<file path="src/rtl/fip_pkg.sv">
// fip_pkg: shared divider state type and two's-complement saturation limits
package fip_pkg;
    typedef enum logic [1:0] {IDLE, CALC, DONE} div_state_t;
    function automatic logic [63:0] fip_max(input int w);
        return (64'd1 << (w - 1)) - 64'd1;
    endfunction
    function automatic logic [63:0] fip_min(input int w);
        return 64'd1 << (w - 1);
    endfunction
endpackage

</file>
<file path="src/rtl/fip_div_seq.sv">
// fip_div_seq: radix-2 restoring signed fixed-point divider; valid/ready operands in, quotient with overflow/div-zero flags out
module fip_div_seq
    import fip_pkg::*;
#(
    parameter int WIDTH    = 32,
    parameter int FRAC     = 16,
    parameter bit SATURATE = 1'b1
) (
    input  logic             clk,
    input  logic             reset_n,
    input  logic             i_valid,
    output logic             o_ready,
    input  logic [WIDTH-1:0] i_dividend,
    input  logic [WIDTH-1:0] i_divisor,
    output logic             o_valid,
    input  logic             i_ready,
    output logic [WIDTH-1:0] o_quotient,
    output logic             o_overflow,
    output logic             o_div_zero
);
    localparam int N  = WIDTH + FRAC;
    localparam int CW = $clog2(N + 1);
    localparam logic [WIDTH-1:0] Q_MAX = WIDTH'(fip_max(WIDTH));
    localparam logic [WIDTH-1:0] Q_MIN = WIDTH'(fip_min(WIDTH));
    localparam logic [N-1:0]     Q_LIM = N'(1) << (WIDTH - 1);
    localparam logic [N-1:0]     Q_POS = Q_LIM - N'(1);

    div_state_t       state_q, state_d;
    logic             sign_q, sign_d;
    logic             dneg_q, dneg_d;
    logic [WIDTH-1:0] dvs_q, dvs_d;
    logic [N-1:0]     num_q, num_d;
    logic [WIDTH-1:0] rem_q, rem_d;
    logic [N-1:0]     quo_q, quo_d;
    logic [CW-1:0]    cnt_q, cnt_d;
    logic [WIDTH-1:0] quot_q, quot_d;
    logic             ovf_q, ovf_d;
    logic             dz_q, dz_d;

    logic [WIDTH-1:0] abs_a, abs_b, res;
    logic [WIDTH:0]   rem_sh, rem_sub;
    logic [N-1:0]     quo_neg;
    logic             ovf;

    assign abs_a   = i_dividend[WIDTH-1] ? -i_dividend : i_dividend;
    assign abs_b   = i_divisor[WIDTH-1] ? -i_divisor : i_divisor;
    assign rem_sh  = {rem_q, num_q[N-1]};
    assign rem_sub = rem_sh - {1'b0, dvs_q};
    assign quo_neg = -quo_q;
    assign res     = sign_q ? quo_neg[WIDTH-1:0] : quo_q[WIDTH-1:0];
    assign ovf     = quo_q > (sign_q ? Q_LIM : Q_POS);

    assign o_ready    = state_q == IDLE;
    assign o_valid    = state_q == DONE;
    assign o_quotient = quot_q;
    assign o_overflow = ovf_q;
    assign o_div_zero = dz_q;

    always_comb begin
        state_d = state_q;
        sign_d  = sign_q;
        dneg_d  = dneg_q;
        dvs_d   = dvs_q;
        num_d   = num_q;
        rem_d   = rem_q;
        quo_d   = quo_q;
        cnt_d   = cnt_q;
        quot_d  = quot_q;
        ovf_d   = ovf_q;
        dz_d    = dz_q;
        case (state_q)
            IDLE: if (i_valid) begin
                state_d = CALC;
                sign_d  = i_dividend[WIDTH-1] ^ i_divisor[WIDTH-1];
                dneg_d  = i_dividend[WIDTH-1];
                dvs_d   = abs_b;
                num_d   = N'(abs_a) << FRAC;
                rem_d   = '0;
                quo_d   = '0;
                cnt_d   = '0;
            end
            CALC: if (dvs_q == '0) begin
                state_d = DONE;
                quot_d  = dneg_q ? Q_MIN : Q_MAX;
                ovf_d   = 1'b1;
                dz_d    = 1'b1;
            end else if (cnt_q == CW'(N)) begin
                state_d = DONE;
                quot_d  = (ovf && SATURATE) ? (sign_q ? Q_MIN : Q_MAX) : res;
                ovf_d   = ovf;
                dz_d    = 1'b0;
            end else begin
                rem_d = rem_sub[WIDTH] ? rem_sh[WIDTH-1:0] : rem_sub[WIDTH-1:0];
                quo_d = {quo_q[N-2:0], ~rem_sub[WIDTH]};
                num_d = num_q << 1;
                cnt_d = cnt_q + CW'(1);
            end
            DONE: if (i_ready) state_d = IDLE;
            default: state_d = IDLE;
        endcase
    end

    always_ff @(posedge clk or negedge reset_n) begin
        if (!reset_n) begin
            state_q <= IDLE;
            sign_q  <= 1'b0;
            dneg_q  <= 1'b0;
            dvs_q   <= '0;
            num_q   <= '0;
            rem_q   <= '0;
            quo_q   <= '0;
            cnt_q   <= '0;
            quot_q  <= '0;
            ovf_q   <= 1'b0;
            dz_q    <= 1'b0;
        end else begin
            state_q <= state_d;
            sign_q  <= sign_d;
            dneg_q  <= dneg_d;
            dvs_q   <= dvs_d;
            num_q   <= num_d;
            rem_q   <= rem_d;
            quo_q   <= quo_d;
            cnt_q   <= cnt_d;
            quot_q  <= quot_d;
            ovf_q   <= ovf_d;
            dz_q    <= dz_d;
        end
    end
endmodule

</file>
<file path="config.mk">
export PLATFORM = sky130hd
export DESIGN_NAME = fip_div_seq
export DESIGN_NICKNAME = d
export VERILOG_FILES = /design/src/rtl/fip_pkg.sv /design/src/rtl/fip_div_seq.sv
export SDC_FILE = /design/constraint.sdc
export NUM_CORES = 1
export LEC_CHECK = 0
export ABC_AREA = 1
export CAP_MARGIN = 10
export CORE_ASPECT_RATIO = 0.9
export CORE_MARGIN = 3
export CORE_UTILIZATION = 37
export DETAILED_ROUTE_END_ITERATION = 7
export HOLD_SLACK_MARGIN = 0.08
export PLACE_DENSITY = 0.55
export SLEW_MARGIN = 15
export SYNTH_ARGS = -nofsm -noshare
export SYNTH_HDL_FRONTEND = slang
export SYNTH_SLANG_ARGS = --single-unit
</file>
<file path="constraint.sdc">
create_clock -name clk -period 3.15 [get_ports clk]
set_input_delay 0.63 -clock clk [delete_from_list [all_inputs] [get_ports clk]]
set_output_delay 0.63 -clock clk [all_outputs]
set_load 0.01 [all_outputs]
</file>
==> run_results.csv <==
group,metric,value,unit
placed_design,portBuffers,103,
critical_path,crit_fanout,31,
logic_synthesis,ys.flop_type,"dfrtp_1",
critical_path,critical_path.startpoint_type,"flip-flop",
critical_path,worst-path-buf-inv,0,
critical_path,timing.critical_path.cells,"ha_1 > fa_1 > o21ai_2 > nand2_2 > nand2_2 > nand2_2 > nand2_2 > nand2_2 > nand2_2 > nand2_2 > nand2_4 > nand2_1 > nand2_1 > nand2_1 > nand2_1",
drt,ant_nets,0,
grt,grt_first_pass_wirelength,68.9,mm
critical_path,cp_slowest_cell,"dfrtp_1",
floorplan,boundaryPins,104,
critical_path,worst-endpoint-required,3540,ps
power_and_ir_drop,power.density,1140,nW/um^2
timing,fmaxAchievable,349,MHz
outcome,status,"finished clean",
logic_synthesis,ys.warnings.count,0,
timing,grt_setup_unrepaired,"no",
power_and_ir_drop,relative_contribution_of_the_clock_network_to_total_power,12.6,%
timing,final_hold_viol_count,0,
logic_synthesis,synth_sequential_area_ratio,34.2,%
floorplan,core_area,36400,um^2
timing,setup_tns,0,ps
floorplan,effective_utilization_at_floorplan,37.8,%
floorplan,dieHeight,189,um
finish,layout.core_utilization,43.7,%
grt,global_route.overflow_total,0,
grt,track_usage,21.6,%
drt,number_of_detailed_route_iterations_in_the_first_pass,7,
drt,routed_wirelength,42.3,mm
logic_synthesis,yosysUniqueCellTypes,43,
logic_synthesis,post-synth-top-count-cell,"nand2_1",
timing,final-max-slew-violation-count,0,
logic_synthesis,mappedNetlistNets,2203,
timing,slew_headroom,52.9,%
power_and_ir_drop,switching_share,50.7,%
critical_path,most_used_cell_cp,"nand2_2",
drt,remaining_drc_errors,0,
grt,antenna_found_initial,0,
power_and_ir_drop,seqPwrFrac,24.2,%
logic_synthesis,count_of_state_elements_after_synthesis,188,
finish,num_antenna_cells,0,
clocking,clk_pin_slew,80,ps
clocking,postCtsSetupRepairBufs,0,
power_and_ir_drop,p_leak,7.92,nW
logic_synthesis,async_reset_ff_share,100,%
grt,pin_count_of_the_biggest_net_entering_global_routing,79,
drt,detailroute.via_count,13400,
clocking,cts-root-to-sink-buffers,2,
timing,finalCritPeriodShare,91.0,%
logic_synthesis,synth.area.top_cells,"dfrtp_1 34%, nand2_1 16%, inv_1 7.7%",
timing,setup_viol,0,
clocking,h-tree-depth,4,
critical_path,cp_data_arrival_time,3260,ps
critical_path,worst_stage_delay_on_the_critical_path,460,ps
logic_synthesis,synth_top_cells_by_count,"598 x nand2_1, 281 x inv_1, 244 x nor2_1",
critical_path,critical_path_class,"reg -> reg",
timing,worst_slew_pin_slew,706,ps
floorplan,rows,66,
power_and_ir_drop,power.combinational.fraction,63.2,%
grt,first_global_vias,12500,
timing,fin_worst_skew,14.3,ps
floorplan,floorplan_die_area,39500,um^2
clocking,worstSkewPairLatency,450,ps
clocking,cts-root-buf,"clkbuf_16",
clocking,cts.sinks,188,
power_and_ir_drop,cell_internal_pwr,8.97,mW
floorplan,fp.dieW,209,um
finish,layout-drive-gt1-share,4.21,%
logic_synthesis,postSynthCellCount,2065,
worst_hold_path,hold_path_class,"in -> async",
timing,worst_slack,284,ps
timing,timing.final.crit_period,2870,ps
logic_synthesis,synth_area,13800,um^2
placed_design,global_placer_s_final_weighted_congestion,0.956,
timing,final.hold.worst_slack,204,ps
power_and_ir_drop,vdd_drop_max,0.495,mV
finish,nets,2289,
clocking,tritoncts,"built",
critical_path,setup.worst_path.end_class,"flip-flop",
placed_design,place.detailed.hpwl,32.4,mm
clocking,tritoncts.num_buffers,17,
critical_path,timing.critical_path.max_delay_family,"simple AND/OR/NAND/NOR gates",
logic_synthesis,synthesis.area_per_instance,6.66,um^2
drt,drt_iter0_drc,1134,
logic_synthesis,yosys.area.top_type_share,34.2,%
placed_design,placement.setup.worst_slack,236,ps
drt,vias_per_cell,5.08,
logic_synthesis,synth-edff-count,0,
power_and_ir_drop,p_switching,9.24,mW
logic_synthesis,post-synth-top-area-cell,"dfrtp_1",
drt,post_drt_wl_per_cell,16.0,um
finish,syn_to_final_growth,15.7,%
job,number_of_maximum_capacitance_constraint_violations,0,
-- cell families after synthesis --
group / count (synthesis) / share of synthesized area, %
simple gates: 1088 / 32.9
xor+xnor: 63 / 4.01
fa+ha+maj: 70 / 6.42
buf+inv: 353 / 10.3
compound gates: 303 / 12.1
flops: 188 / 34.2
-- layout make-up --
type / instances / area, um^2
fill: 3808 / 20500
multi-input combinational: 1524 / 7640
sequential: 188 / 4710
timing repair buffer: 136 / 1310
inverter: 284 / 1070
tap: 476 / 596
clock buffer: 19 / 443
clock inverter: 13 / 154
-- placed cells by master (no fill, tap or decap), types with 3 or more instances in the layout --
cell	synthesis	final
o21bai_1	5	5
nor4_1	6	6
dfrtp_1	188	187
a21oi_1	105	105
buf_4	5	31
nor3_1	19	19
xor2_1	45	45
o22ai_1	58	58
nand3_1	151	151
nand3b_1	11	11
a21o_1	3	3
o211ai_1	9	9
xnor2_1	18	18
nand2_1	598	597
nor2_1	244	244
inv_1	281	280
ha_1	69	69
o31ai_1	6	6
or2_2	3	3
clkbuf_16	0	17
clkdlybuf4s50_1	0	102
nand4_1	39	39
inv_6	0	4
nand2_2	10	11
inv_8	0	3
o21ai_0	107	107
-- layer usage --
layer  share of wire (%)  up-vias  track usage [%]  routed length (um)
met1                  53     6237             34.5               22300
met3                 5.5       18             3.43                2320
met5                   0        -                0                   0
met4                0.62        0             3.30                 260
met2                  41      338             31.0               17400
li1                    -     6807                -                   -
-- repair_timing --
item | CTS | global route
hold buffers | 0 | 0
endpoints found under the setup margin | 0 | 16
resized for setup | 0 | 1
-- sequential cells by signal (all words and copies together) (netlist names) --
name and flops:
state_q 2, rem_q 32, sign_q 1, cnt_q 6, dneg_q 1, o_quotient 32
num_q 32, quo_q 48, o_div_zero 1, dvs_q 32, o_overflow 1
-- power groups by stage --
stage | registers (mW) | logic, mW | clock network, mW
after floorplan | 4.29 | 8.52 | 0
after global placement | 4.42 | 11.4 | 0
after detailed placement | 4.43 | 11.5 | 0
after CTS | 4.40 | 11.5 | 2.35
after global routing | 4.56 | 13.2 | 2.45
final | 4.41 | 11.5 | 2.29
-- metrics by stage --
stage | instances | instance area, um^2 | power [mW]
floorplan | 2065 | 13800 | 12.8
detailed placement | 2608 | 15300 | 15.9
CTS | 2640 | 15900 | 18.3
global route | 2640 | 15900 | 20.3
global placement | 2608 | 15300 | 15.8
finish | 2640 | 15900 | 18.2
-- worst paths after layout --
kind,from,cells past startpoint,slack [ps],to
setup / recovery,dvs_q[0],15,280,rem_q[28]
hold / removal,reset_n,1,200,rem_q[5]
setup reg to reg,dvs_q[0],15,280,rem_q[28]
hold reg to reg,num_q[24],2,480,num_q[24]
max in group asynchronous,reset_n,2,2120,o_quotient[17]
min in group clk,num_q[24],2,480,num_q[24]
(Power assumes the default switching activity.)
